<file path="src/rtl/imem_loader_if.sv">
// Byte-stream input and instruction-memory write port of the boot loader.
interface imem_loader_if #(
  parameter int unsigned ADDR_W = 8
);
  logic [7:0]        byte_in;
  logic              byte_valid;
  logic              byte_ready;
  logic              we;
  logic [ADDR_W-1:0] waddr;
  logic [31:0]       wdata;

  // Host side: supplies the stream and observes the memory writes.
  modport master (
    output byte_in, byte_valid,
    input  byte_ready, we, waddr, wdata
  );

  // Loader side.
  modport slave (
    input  byte_in, byte_valid,
    output byte_ready, we, waddr, wdata
  );
endinterface

</file>
<file path="src/rtl/imem_loader.sv">
// Boot loader: assembles a checksummed big-endian byte stream into instruction
// memory words and holds the core in reset until the image is verified.
module imem_loader #(
  parameter int unsigned ADDR_W = 8
) (
  input  logic         clk,
  input  logic         rst,
  imem_loader_if.slave bus,
  output logic         core_rst,
  output logic         done,
  output logic         error
);
  localparam int unsigned DEPTH = 2 ** ADDR_W;
  localparam int unsigned IDX_W = ADDR_W + 1;

  typedef enum logic [2:0] {
    HDR_HI, HDR_LO, DATA, WRITE, CHK, RUN, ERR
  } state_e;

  state_e            state_q;
  logic [15:0]       n_q;
  logic [IDX_W-1:0]  idx_q;
  logic [1:0]        bcnt_q;
  logic [7:0]        chk_q;
  logic [23:0]       asm_q;
  logic              we_q;
  logic [ADDR_W-1:0] waddr_q;
  logic [31:0]       wdata_q;
  logic              core_rst_q;
  logic              done_q;
  logic              error_q;

  logic              ready;
  logic              accept;
  logic [15:0]       n_full;
  logic              last_word;

  // Ready is decoded from state so the WRITE cycle naturally stalls the stream.
  always_comb begin
    ready     = 1'b0;
    if (rst) begin
      ready = (state_q == HDR_HI) || (state_q == HDR_LO) ||
              (state_q == DATA)   || (state_q == CHK);
    end
    accept    = bus.byte_valid && ready;
    n_full    = {n_q[15:8], bus.byte_in};
    last_word = (16'(idx_q) == (n_q - 16'd1));
  end

  always_ff @(posedge clk) begin
    if (!rst) begin
      state_q    <= HDR_HI;
      n_q        <= '0;
      idx_q      <= '0;
      bcnt_q     <= '0;
      chk_q      <= '0;
      asm_q      <= '0;
      we_q       <= 1'b0;
      waddr_q    <= '0;
      wdata_q    <= '0;
      core_rst_q <= 1'b0;
      done_q     <= 1'b0;
      error_q    <= 1'b0;
    end else begin
      we_q <= 1'b0;
      case (state_q)
        HDR_HI: begin
          if (accept) begin
            n_q[15:8] <= bus.byte_in;
            state_q   <= HDR_LO;
          end
        end
        HDR_LO: begin
          if (accept) begin
            n_q[7:0] <= bus.byte_in;
            if (n_full > 16'(DEPTH)) begin
              state_q <= ERR;
              error_q <= 1'b1;
            end else if (n_full == 16'd0) begin
              state_q <= CHK;
            end else begin
              state_q <= DATA;
            end
          end
        end
        DATA: begin
          if (accept) begin
            chk_q  <= chk_q ^ bus.byte_in;
            asm_q  <= {asm_q[15:0], bus.byte_in};
            bcnt_q <= bcnt_q + 2'd1;
            // Fourth byte completes the word; present it during the WRITE cycle.
            if (bcnt_q == 2'd3) begin
              state_q <= WRITE;
              we_q    <= 1'b1;
              waddr_q <= idx_q[ADDR_W-1:0];
              wdata_q <= {asm_q, bus.byte_in};
            end
          end
        end
        WRITE: begin
          if (last_word) begin
            state_q <= CHK;
          end else begin
            idx_q   <= idx_q + IDX_W'(1);
            state_q <= DATA;
          end
        end
        CHK: begin
          if (accept) begin
            if (bus.byte_in == chk_q) begin
              state_q    <= RUN;
              done_q     <= 1'b1;
              core_rst_q <= 1'b1;
            end else begin
              state_q <= ERR;
              error_q <= 1'b1;
            end
          end
        end
        RUN: state_q <= RUN;
        ERR: state_q <= ERR;
        default: begin
          state_q <= ERR;
          error_q <= 1'b1;
        end
      endcase
    end
  end

  assign bus.byte_ready = ready;
  assign bus.we         = we_q;
  assign bus.waddr      = waddr_q;
  assign bus.wdata      = wdata_q;
  assign core_rst       = core_rst_q;
  assign done           = done_q;
  assign error          = error_q;
endmodule

</file>
<file path="src/flat_wrapper.sv">
// flat-port wrapper written by rule: the top's interface ports become plain ports
module imem_loader_flat 
#(
  parameter int unsigned ADDR_W = 8
)
  (clk, rst, core_rst, done, error, bus_byte_in, bus_byte_valid, bus_byte_ready, bus_we, bus_waddr, bus_wdata);
  imem_loader_if #(.ADDR_W(ADDR_W)) bus_i ();
  input  logic clk;
  input  logic rst;
  output logic core_rst;
  output logic done;
  output logic error;
  input wire logic [$bits(bus_i.byte_in)-1:0] bus_byte_in;
  input wire logic [$bits(bus_i.byte_valid)-1:0] bus_byte_valid;
  output wire logic [$bits(bus_i.byte_ready)-1:0] bus_byte_ready;
  output wire logic [$bits(bus_i.we)-1:0] bus_we;
  output wire logic [$bits(bus_i.waddr)-1:0] bus_waddr;
  output wire logic [$bits(bus_i.wdata)-1:0] bus_wdata;
  assign bus_i.byte_in = bus_byte_in;
  assign bus_i.byte_valid = bus_byte_valid;
  assign bus_byte_ready = bus_i.byte_ready;
  assign bus_we = bus_i.we;
  assign bus_waddr = bus_i.waddr;
  assign bus_wdata = bus_i.wdata;
  imem_loader #(.ADDR_W(ADDR_W)) u_core (.clk(clk), .rst(rst), .bus(bus_i), .core_rst(core_rst), .done(done), .error(error));
endmodule
</file>
<file path="config.mk">
export PLATFORM = sky130hd
export DESIGN_NAME = imem_loader_flat
export DESIGN_NICKNAME = d
export VERILOG_FILES = /design/src/rtl/imem_loader_if.sv /design/src/rtl/imem_loader.sv /design/src/flat_wrapper.sv
export SDC_FILE = /design/constraint.sdc
export NUM_CORES = 1
export LEC_CHECK = 0
export ABC_AREA = 1
export ABC_CLOCK_PERIOD_IN_PS = 1800
export BUFFER_PORTS_ARGS = -buffer_cell sky130_fd_sc_hd__buf_4
export CORE_AREA = 5 5 103 105
export CTS_BUF_LIST = sky130_fd_sc_hd__clkbuf_16
export DETAILED_ROUTE_END_ITERATION = 6
export DIE_AREA = 0 0 108 110
export HOLD_SLACK_MARGIN = 0.12
export PLACE_DENSITY_LB_ADDON = 0.3
export SYNTH_ARGS = -nofsm -noshare
export SYNTH_HDL_FRONTEND = slang
export SYNTH_SLANG_ARGS = --single-unit
</file>
<file path="constraint.sdc">
create_clock -name clk -period 1.8 [get_ports clk]
set_input_delay 0.18 -clock clk [delete_from_list [all_inputs] [get_ports clk]]
set_output_delay 0.18 -clock clk [all_outputs]
set_load 0.02 [all_outputs]
</file>
---- Word level (Yosys, flattened, before mapping) ----
Index checks and enable logic that the tools add are counted.
word-level totals
  register bits ........................... 105
  input port bits ......................... 11
operators by class
  $add $sub $neg .......................... 3
  $lt $le $gt $ge ......................... 1
  equal/unequal tests ..................... 16
  mux-type cells .......................... 17
  bitwise gates (word level) .............. 3
  reduce and logical (&&, ||, !) cells .... 16
operator list
  operator                                             number
  two-way mux 3 bit                                    8
  case mux 3 bit (6 select lines)                      1
  equality test 9 x 16 -> 1 bit                        1
  > comparator 16 x 9 -> 1 bit, second input constant  1
  logical NOT 16 bit                                   1
  subtractor 16 x 1 -> 16 bit, second input constant   1
  AND reduction 5 bit                                  2
  adder 9 x 1 -> 9 bit, second input constant          1
  equality test 3 bit, second input constant           3
  AND reduction 3 bit                                  3
  equality test 8 bit                                  1
  != test 2 x 1 -> 1 bit, second input constant        4
  AND reduction 2 bit                                  4
  bitwise XOR 8 bit                                    1
  equality test 3 x 2 -> 1 bit, second input constant  2
  two-way mux 1 bit                                    6
  != test 2 bit, second input constant                 3
  OR reduction 5 bit                                   1
  equality test 3 x 1 -> 1 bit, second input constant  1
  logical NOT 3 bit                                    1
  logical OR 1 bit                                     3
  case mux 1 bit (3 select lines)                      1
  adder 2 x 1 -> 2 bit, second input constant          1
  equality test 2 bit, second input constant           1
  3 further kinds                                      4

---- Longest topological paths before layout ----
Gate-level depths: netlist (run 1).
  depth in word-level cells ............... 8
  gate-level depth with buffers ........... 16

---- Worst setup path after synthesis (run 1) ----
No wires, ideal clock.
  path kind ............................... reg-to-reg
  from .................................... register u_core.n_q[0]
  to ...................................... register u_core.idx_q[0]
  setup time .............................. 0.115 ns
  arrival time ............................ 1.728 ns
  path slack .............................. -0.043 ns
  stages on the path, launching flop included .. 14
  buffers on the path ..................... 1
  clock period less this slack ............ 1.843 ns
  cell sequence ........................... dfxtp_1 inv_1 ha_1 nand2_1 nor2_1 nand2_1 nor2_2 xor2_1 nand2_1 nor2_1 nand3_2 buf_6 a21oi_1 nor2_1
between the ends
  longest elaborated chain between the ends .. 4
RTL lines
  what                           line                source
  from (decl)                    imem_loader.sv:21   logic [15:0] n_q;
  from (signal assigned)         imem_loader.sv:75   n_q[7:0] <= bus.byte_in;
  subtractor 16 x 1 -> 16 bit    imem_loader.sv:47   last_word = (16'(idx_q) == (n_q - 16'd1));
  equality test 9 x 16 -> 1 bit  imem_loader.sv:47
  inverter 1 bit (no line)       -
  AND reduction 2 bit (no line)  -
  to (signal assigned)           imem_loader.sv:104  idx_q <= idx_q + IDX_W'(1);
  to (decl)                      imem_loader.sv:22   logic [IDX_W-1:0] idx_q;
Every way passes these cells.
A chain may end at the register's enable or synchronous reset.

---- Final worst setup path (run 1) ----
  from .................................... register u_core.n_q[0]
  to ...................................... register u_core.idx_q[6]
The elaborated chain is that of the path after synthesis.

==> out/metrics.yaml, run 1 <==
async_flop_share_pct: 0
ys_seq_area_share_pct: 44.6
ios: 56
path_max_fanout: 4
start_util_pct: 49.3
finalPower_mw: 5.11
yosysTopAreaCell: "dfxtp_1"
die_width_um: 108
io_buffers: 55
core_area_mm2: 0.00955
area_growth_pct: 29.2
fp.dieH_um: 110
synth_area_leaders: "dfxtp_1 45%, nor2_1 13%, o21ai_0 9.5%"
grt_pass1_vias: 4626
relSlewSlack_pct: 56.9
wl_per_cell_um: 14.8
post-route-period-util_pct: 111
drt_pass1_iterations: 5
p_leak_nw: 2.72
row_count: 36
clock_skew_ns: 0.0101
synth_cells: 653
grt_pass1_wl_mm: 21.4
synth_most_common_cell: "nor2_1"
nets: 755
cts.clk_slew.worst_paths_ns: 0.08
antenna_found_initial: 0
drc: 0
synth_common_cells: "158 x nor2_1, 105 x dfxtp_1, 89 x o21ai_0"
min_path_type: "primary input to register"
fp.dieArea_mm2: 0.0119
insertion_delay_ns: 0.34
place_inst: 853
hold_violations: 0
max_slew.worst_pin.slew_ns: 0.646
antenna_left: 0
cts_root_buffer: "clkbuf_16"
place_congestion: 0.915
yosysUniqueCellTypes: 36
grt_max_degree: 84
setup_viol: 11
startpoint: "u_core.n_q[0]"
synth_top_flop_cell: "dfxtp_1"
htree_levels: 3
max_cap_violations: 0
reg2reg_depth: 15
mappedNetlistNets: 667
start_kind: "register"
hold_depth: 3
path_class: "register to register"
violations: "setup timing"
synth_warnings: 0
vdd_drop_max_mv: 0.547
holdBufCountCts: 0
clock_path_buffers: 2
power_density_mw_per_mm2: 839
clock-sinks: 105
drt_iter0_drc: 215
critPathCaptureType: "register"
cts_buffers: 9
rsz0062_at_grt: "true"
reg2reg_from: "u_core.n_q[0]"
num_antenna_cells: 0
drv_slew: 0
vias_per_cell: 5.32
dpl.hpwl_mm: 9.00
layout_min_cycle_time_ns: 2.00
cp.required_ns: 2.07
arrival_ns: 2.27
vias: 4677
synth-seq-cells: 105
grt_usage_pct: 22.4
fin_util_pct: 63.7
synth_top_area_share_pct: 44.6
synth.avg_cell_area_um2: 7.22
final_cells: 879
clock.fmax_ghz: 0.500
synth_edf_count: 0
crit_end: "u_core.idx_q[6]"
fin_ws_ns: -0.200
r2r_setup_slack_ns: -0.20
netlist_area_mm2: 0.00471
r2r_end: "u_core.idx_q[6]"
gr-total-overflow: 0
status: "finished, violations left"
wirelength_mm: 13.0
cts_tree: "built"
drive_above_1_share_pct: 25.2
-- worst max-delay path: stages, from the launching register on --
cell,delay [ns]
dfxtp_2,0.33
inv_2,0.08
ha_4,0.18
nand2_4,0.08
nor2_4,0.16
nand2_2,0.09
nand2_2,0.07
nand2_2,0.06
nand2_2,0.08
nand2_2,0.07
nor3_4,0.17
nand3_2,0.14
buf_6,0.16
nand2_4,0.08
nand2_1,0.05
a21oi_1,0.14
-- what timing repair did --
item                       4_1_cts  5_1_grt
setup endpoints to repair       19       68
gates resized for setup         17       46
pin swaps                        3       21
cloned                           2        0
buffers inserted                 7        3
-- cell usage in the layout, fill, tap and decap left out, types with 6 or more instances in the layout --
cell type / count
dfxtp_2: 6
nand2_1: 66
nand4_1: 6
o21ai_0: 85
buf_4: 96
nand3_1: 30
dfxtp_1: 99
nor2_4: 7
buf_6: 6
clkbuf_16: 9
inv_2: 6
xor2_1: 16
inv_1: 40
a21oi_2: 7
nand3_2: 8
nand2_2: 13
a21oi_1: 38
nor2_1: 152
-- sequential cells by signal (all words and copies together) (netlist names) --
name	flops
u_core.error	1
u_core.bus.waddr	8
u_core.idx_q	9
u_core.core_rst	1
u_core.n_q	16
u_core.chk_q	8
u_core.bus.we	1
u_core.asm_q	24
u_core.bus.wdata	32
u_core.state_q	3
u_core.bcnt_q	2
-- report_power, final --
part | leakage, nW | total (mW) | internal, mW | switching (mW)
Combinational | 1.73 | 0.775 | 0.312 | 0.463
Clock | 0.143 | 1.90 | 0.969 | 0.929
Sequential | 0.852 | 2.43 | 2.38 | 0.0552
-- logic make-up (layout without fill, tap and decap cells) --
group	Yosys count	count (layout)	synth area share, %
AO/OA/AOI/OAI	147	147	16.8
XOR/XNOR	20	20	3.72
adder cells (fa/ha/maj)	3	3	0.797
buffers and inverters	76	168	6.77
flip-flops	105	105	44.6
AND/OR/NAND/NOR	302	303	27.3
-- final cells by class --
| type | count | area, µm² |
|---|---|---|
| sequential | 105 | 2110 |
| inverter | 46 | 174 |
| tap | 133 | 166 |
| clock inverter | 7 | 65.1 |
| multi-input combinational | 473 | 2480 |
| fill | 850 | 3460 |
| clock buffer | 9 | 225 |
| timing repair buffer | 106 | 868 |
-- worst min-delay path by stage --
| stage | from | to | slack, ns |
|---|---|---|---|
| final | bus_byte_in[1] | u_core.n_q[9] | 0.16 |
| after global routing | bus_byte_in[4] | u_core.n_q[12] | 0.19 |
| after global placement | u_core.bus.wdata[24] | u_core.bus.wdata[24] | 0.47 |
| after detailed placement | u_core.bus.wdata[24] | u_core.bus.wdata[24] | 0.48 |
| after floorplan | bus_byte_in[3] | u_core.n_q[3] | 0.35 |
| after CTS | bus_byte_in[1] | u_core.n_q[9] | 0.15 |
-- metrics by stage --
step           TNS [ns]  hold WS [ns]  worst slack [ns]  area (µm²)
2_1_floorplan         0         0.348           0.00699        4720
3_3_place_gp     -0.279         0.468           -0.0670        5540
3_5_place_dp      -1.07         0.476            -0.133        5540
4_1_cts           -1.13         0.148            -0.124        5960
5_1_grt           -3.93         0.192            -0.326        6090
6_report          -1.77         0.161            -0.200        6090
-- layer usage --
metal / track usage [%] / routed length [µm]
met1: 27.1 / 5500
met2: 38.5 / 6610
met5: 0 / 0
met3: 4.60 / 578
met4: 9.92 / 351
Note: power is estimated with default switching activity, not from simulation.
==> run 2, diff against run 1 <==
--- a/config.mk
+++ b/config.mk
@@ -9,7 +9,6 @@
 export ABC_CLOCK_PERIOD_IN_PS = 1800
 export BUFFER_PORTS_ARGS = -buffer_cell sky130_fd_sc_hd__buf_4
 export CORE_AREA = 5 5 103 105
-export CTS_BUF_LIST = sky130_fd_sc_hd__clkbuf_16
 export DETAILED_ROUTE_END_ITERATION = 6
 export DIE_AREA = 0 0 108 110
 export HOLD_SLACK_MARGIN = 0.12
==> out/metrics.yaml, run 2 (synthesis gave the netlist of run 1 again) <==
status: "finished, violations left"
violations: "setup timing"
setup_viol: 11
largest_register_ffs: 32
placed_cell_area_mm2: 0.00554
internal_power_mw: 3.23
area_growth_pct: 27.2
clock_skew_ns: 0.0163
wl_met3_um: 538
critPathCaptureType: "register"
num_antenna_cells: 0
antenna_left: 0
drt_pass1_iterations: 5
layout_common_cells: "153 x nor2_1, 100 x dfxtp_1, 94 x buf_4, 87 x o21ai_0, 66 x nand2_1"
wl_per_cell_um: 14.5
path_class: "register to register"
layout_commonest_cell: "nor2_1"
htree_levels: 3
clkPwrFrac_pct: 30.6
row_count: 36
cts_buffers: 9
cp.buffers_inverters: 2
fp.dieH_um: 110
min_path_type: "primary input to register"
start_util_pct: 49.3
die_width_um: 108
nets: 755
comb_power_share_pct: 16.6
p_leak_nw: 2.67
seqPwrFrac_pct: 52.8
drt_iter0_drc: 226
power.switching_mw: 1.38
fin_util_pct: 62.8
layout_min_cycle_time_ns: 1.94
routed-wl-met2_mm: 6.34
critPathMaxStageDelay_ns: 0.37
drive_above_1_share_pct: 24.8
gr-total-overflow: 0
cp_slowest_cell: "dfxtp_2"
path_cells: "inv_2 -> ha_4 -> nand2_4 -> nor2_4 -> nand2_2 -> nand2_2 -> nand2_2 -> nand2_2 -> nand2_2 -> nand2_2 -> nor3_4 -> nand3_2 -> buf_6 -> nand2_4 -> nand2_1 -> a21oi_1"
vias_per_cell: 5.31
grt_usage_pct: 22.0
core_area_mm2: 0.00955
cts.clk_slew.worst_paths_ns: 0.11
grt_pass1_vias: 4553
nFillCells: 865
cts_root_buffer: "clkbuf_8"
crit_top_cell: "nand2_2"
fp.dieArea_mm2: 0.0119
vias: 4665
post-route-period-util_pct: 108
ios: 56
arrival_ns: 2.24
power_density_mw_per_mm2: 769
relSlewSlack_pct: 57.4
wl_met1_mm: 5.51
wirelength_mm: 12.7
grt_pass1_wl_mm: 21.0
max_cap_violations: 0
highest_layer: "met4"
insertion_delay_ns: 0.37
place_congestion: 0.915
start_kind: "register"
clock-sinks: 105
drv_slew: 0
vdd_drop_max_mv: 0.570
final_area_mm2: 0.00599
fin_ws_ns: -0.145
drc: 0
whs_ns: 0.146
hold_violations: 0
cp_top_family: "simple AND/OR/NAND/NOR gates"
antenna_found_initial: 0
max_slew.worst_pin.slew_ns: 0.638
grt_max_degree: 84
clock.fmax_ghz: 0.514
cp.required_ns: 2.10
swShare_pct: 30.0
io_buffers: 55
path_max_fanout: 4
rsz0062_at_grt: "true"
cts_tree: "built"
dpl.hpwl_mm: 9.00
clock_path_buffers: 2
-- run 2: cell count changes in the layout (fill, tap and decap cells not counted), moves of 2 or more --
cell,change
clkbuf_8,+9
o21ai_1,-2
buf_4,-2
dlygate4sd3_1,+2
clkbuf_16,-9
o21ai_0,+2
-- run 2: tightest hold or removal path, cell delays in order --
cell and delay [ns]:
buf_4 0.10, o21ai_0 0.09, a21oi_1 0.11
-- run 2: stage by stage --
stage | total power, mW | setup TNS [ns] | std cells | setup WS, ns
3_5_place_dp | 3.18 | -1.07 | 853 | -0.133
3_3_place_gp | 3.17 | -0.279 | 853 | -0.0670
2_1_floorplan | 2.93 | 0 | 653 | 0.00699
5_1_grt | 4.84 | -3.80 | 879 | -0.308
4_1_cts | 4.61 | -0.926 | 880 | -0.113
6_report | 4.61 | -1.16 | 879 | -0.145
-- run 2: worst paths after layout --
check | end | cells past startpoint | slack [ns] | from
worst min register to register | u_core.bus.wdata[24] | 2 | 0.49 | u_core.bus.wdata[24]
worst max register to register | u_core.idx_q[6] | 16 | -0.14 | u_core.n_q[1]
worst min-delay path | u_core.n_q[10] | 3 | 0.15 | bus_byte_in[2]
worst max-delay path | u_core.idx_q[6] | 16 | -0.14 | u_core.n_q[1]
-- run 2: cell type report --
type / count / area [µm²] / area share (%)
Clock buffer: 10 / 128 / 2.13
Tap cell: 133 / 166 / 2.78
Timing Repair Buffer: 106 / 873 / 14.6
Clock inverter: 6 / 61.3 / 1.02
Inverter: 46 / 174 / 2.90
Multi-Input combinational cell: 473 / 2480 / 41.4
Sequential cell: 105 / 2110 / 35.2
-- run 2: metal layers --
layer / up-vias / GRT usage [%]
met5: - / 0
met4: 0 / 8.48
met3: 24 / 4.19
met2: 133 / 38.3
met1: 2204 / 26.9
li1: 2304 / -
-- run 2: what timing repair did --
action | in CTS | in global routing
cloned | 2 | 0
endpoints found under the hold margin | 2 | 0
setup buffers | 7 | 1
endpoints found under the setup margin | 21 | 71
pin swaps | 4 | 22
hold buffers | 2 | 0
resized for setup | 22 | 38
-- run 2: power by group through the flow --
stage	registers, mW	clock network, mW	logic [mW]
finish	2.43	1.41	0.766
CTS	2.43	1.45	0.734
global placement	2.48	0	0.689
floorplan	2.47	0	0.463
global route	2.44	1.53	0.863
detailed placement	2.48	0	0.698
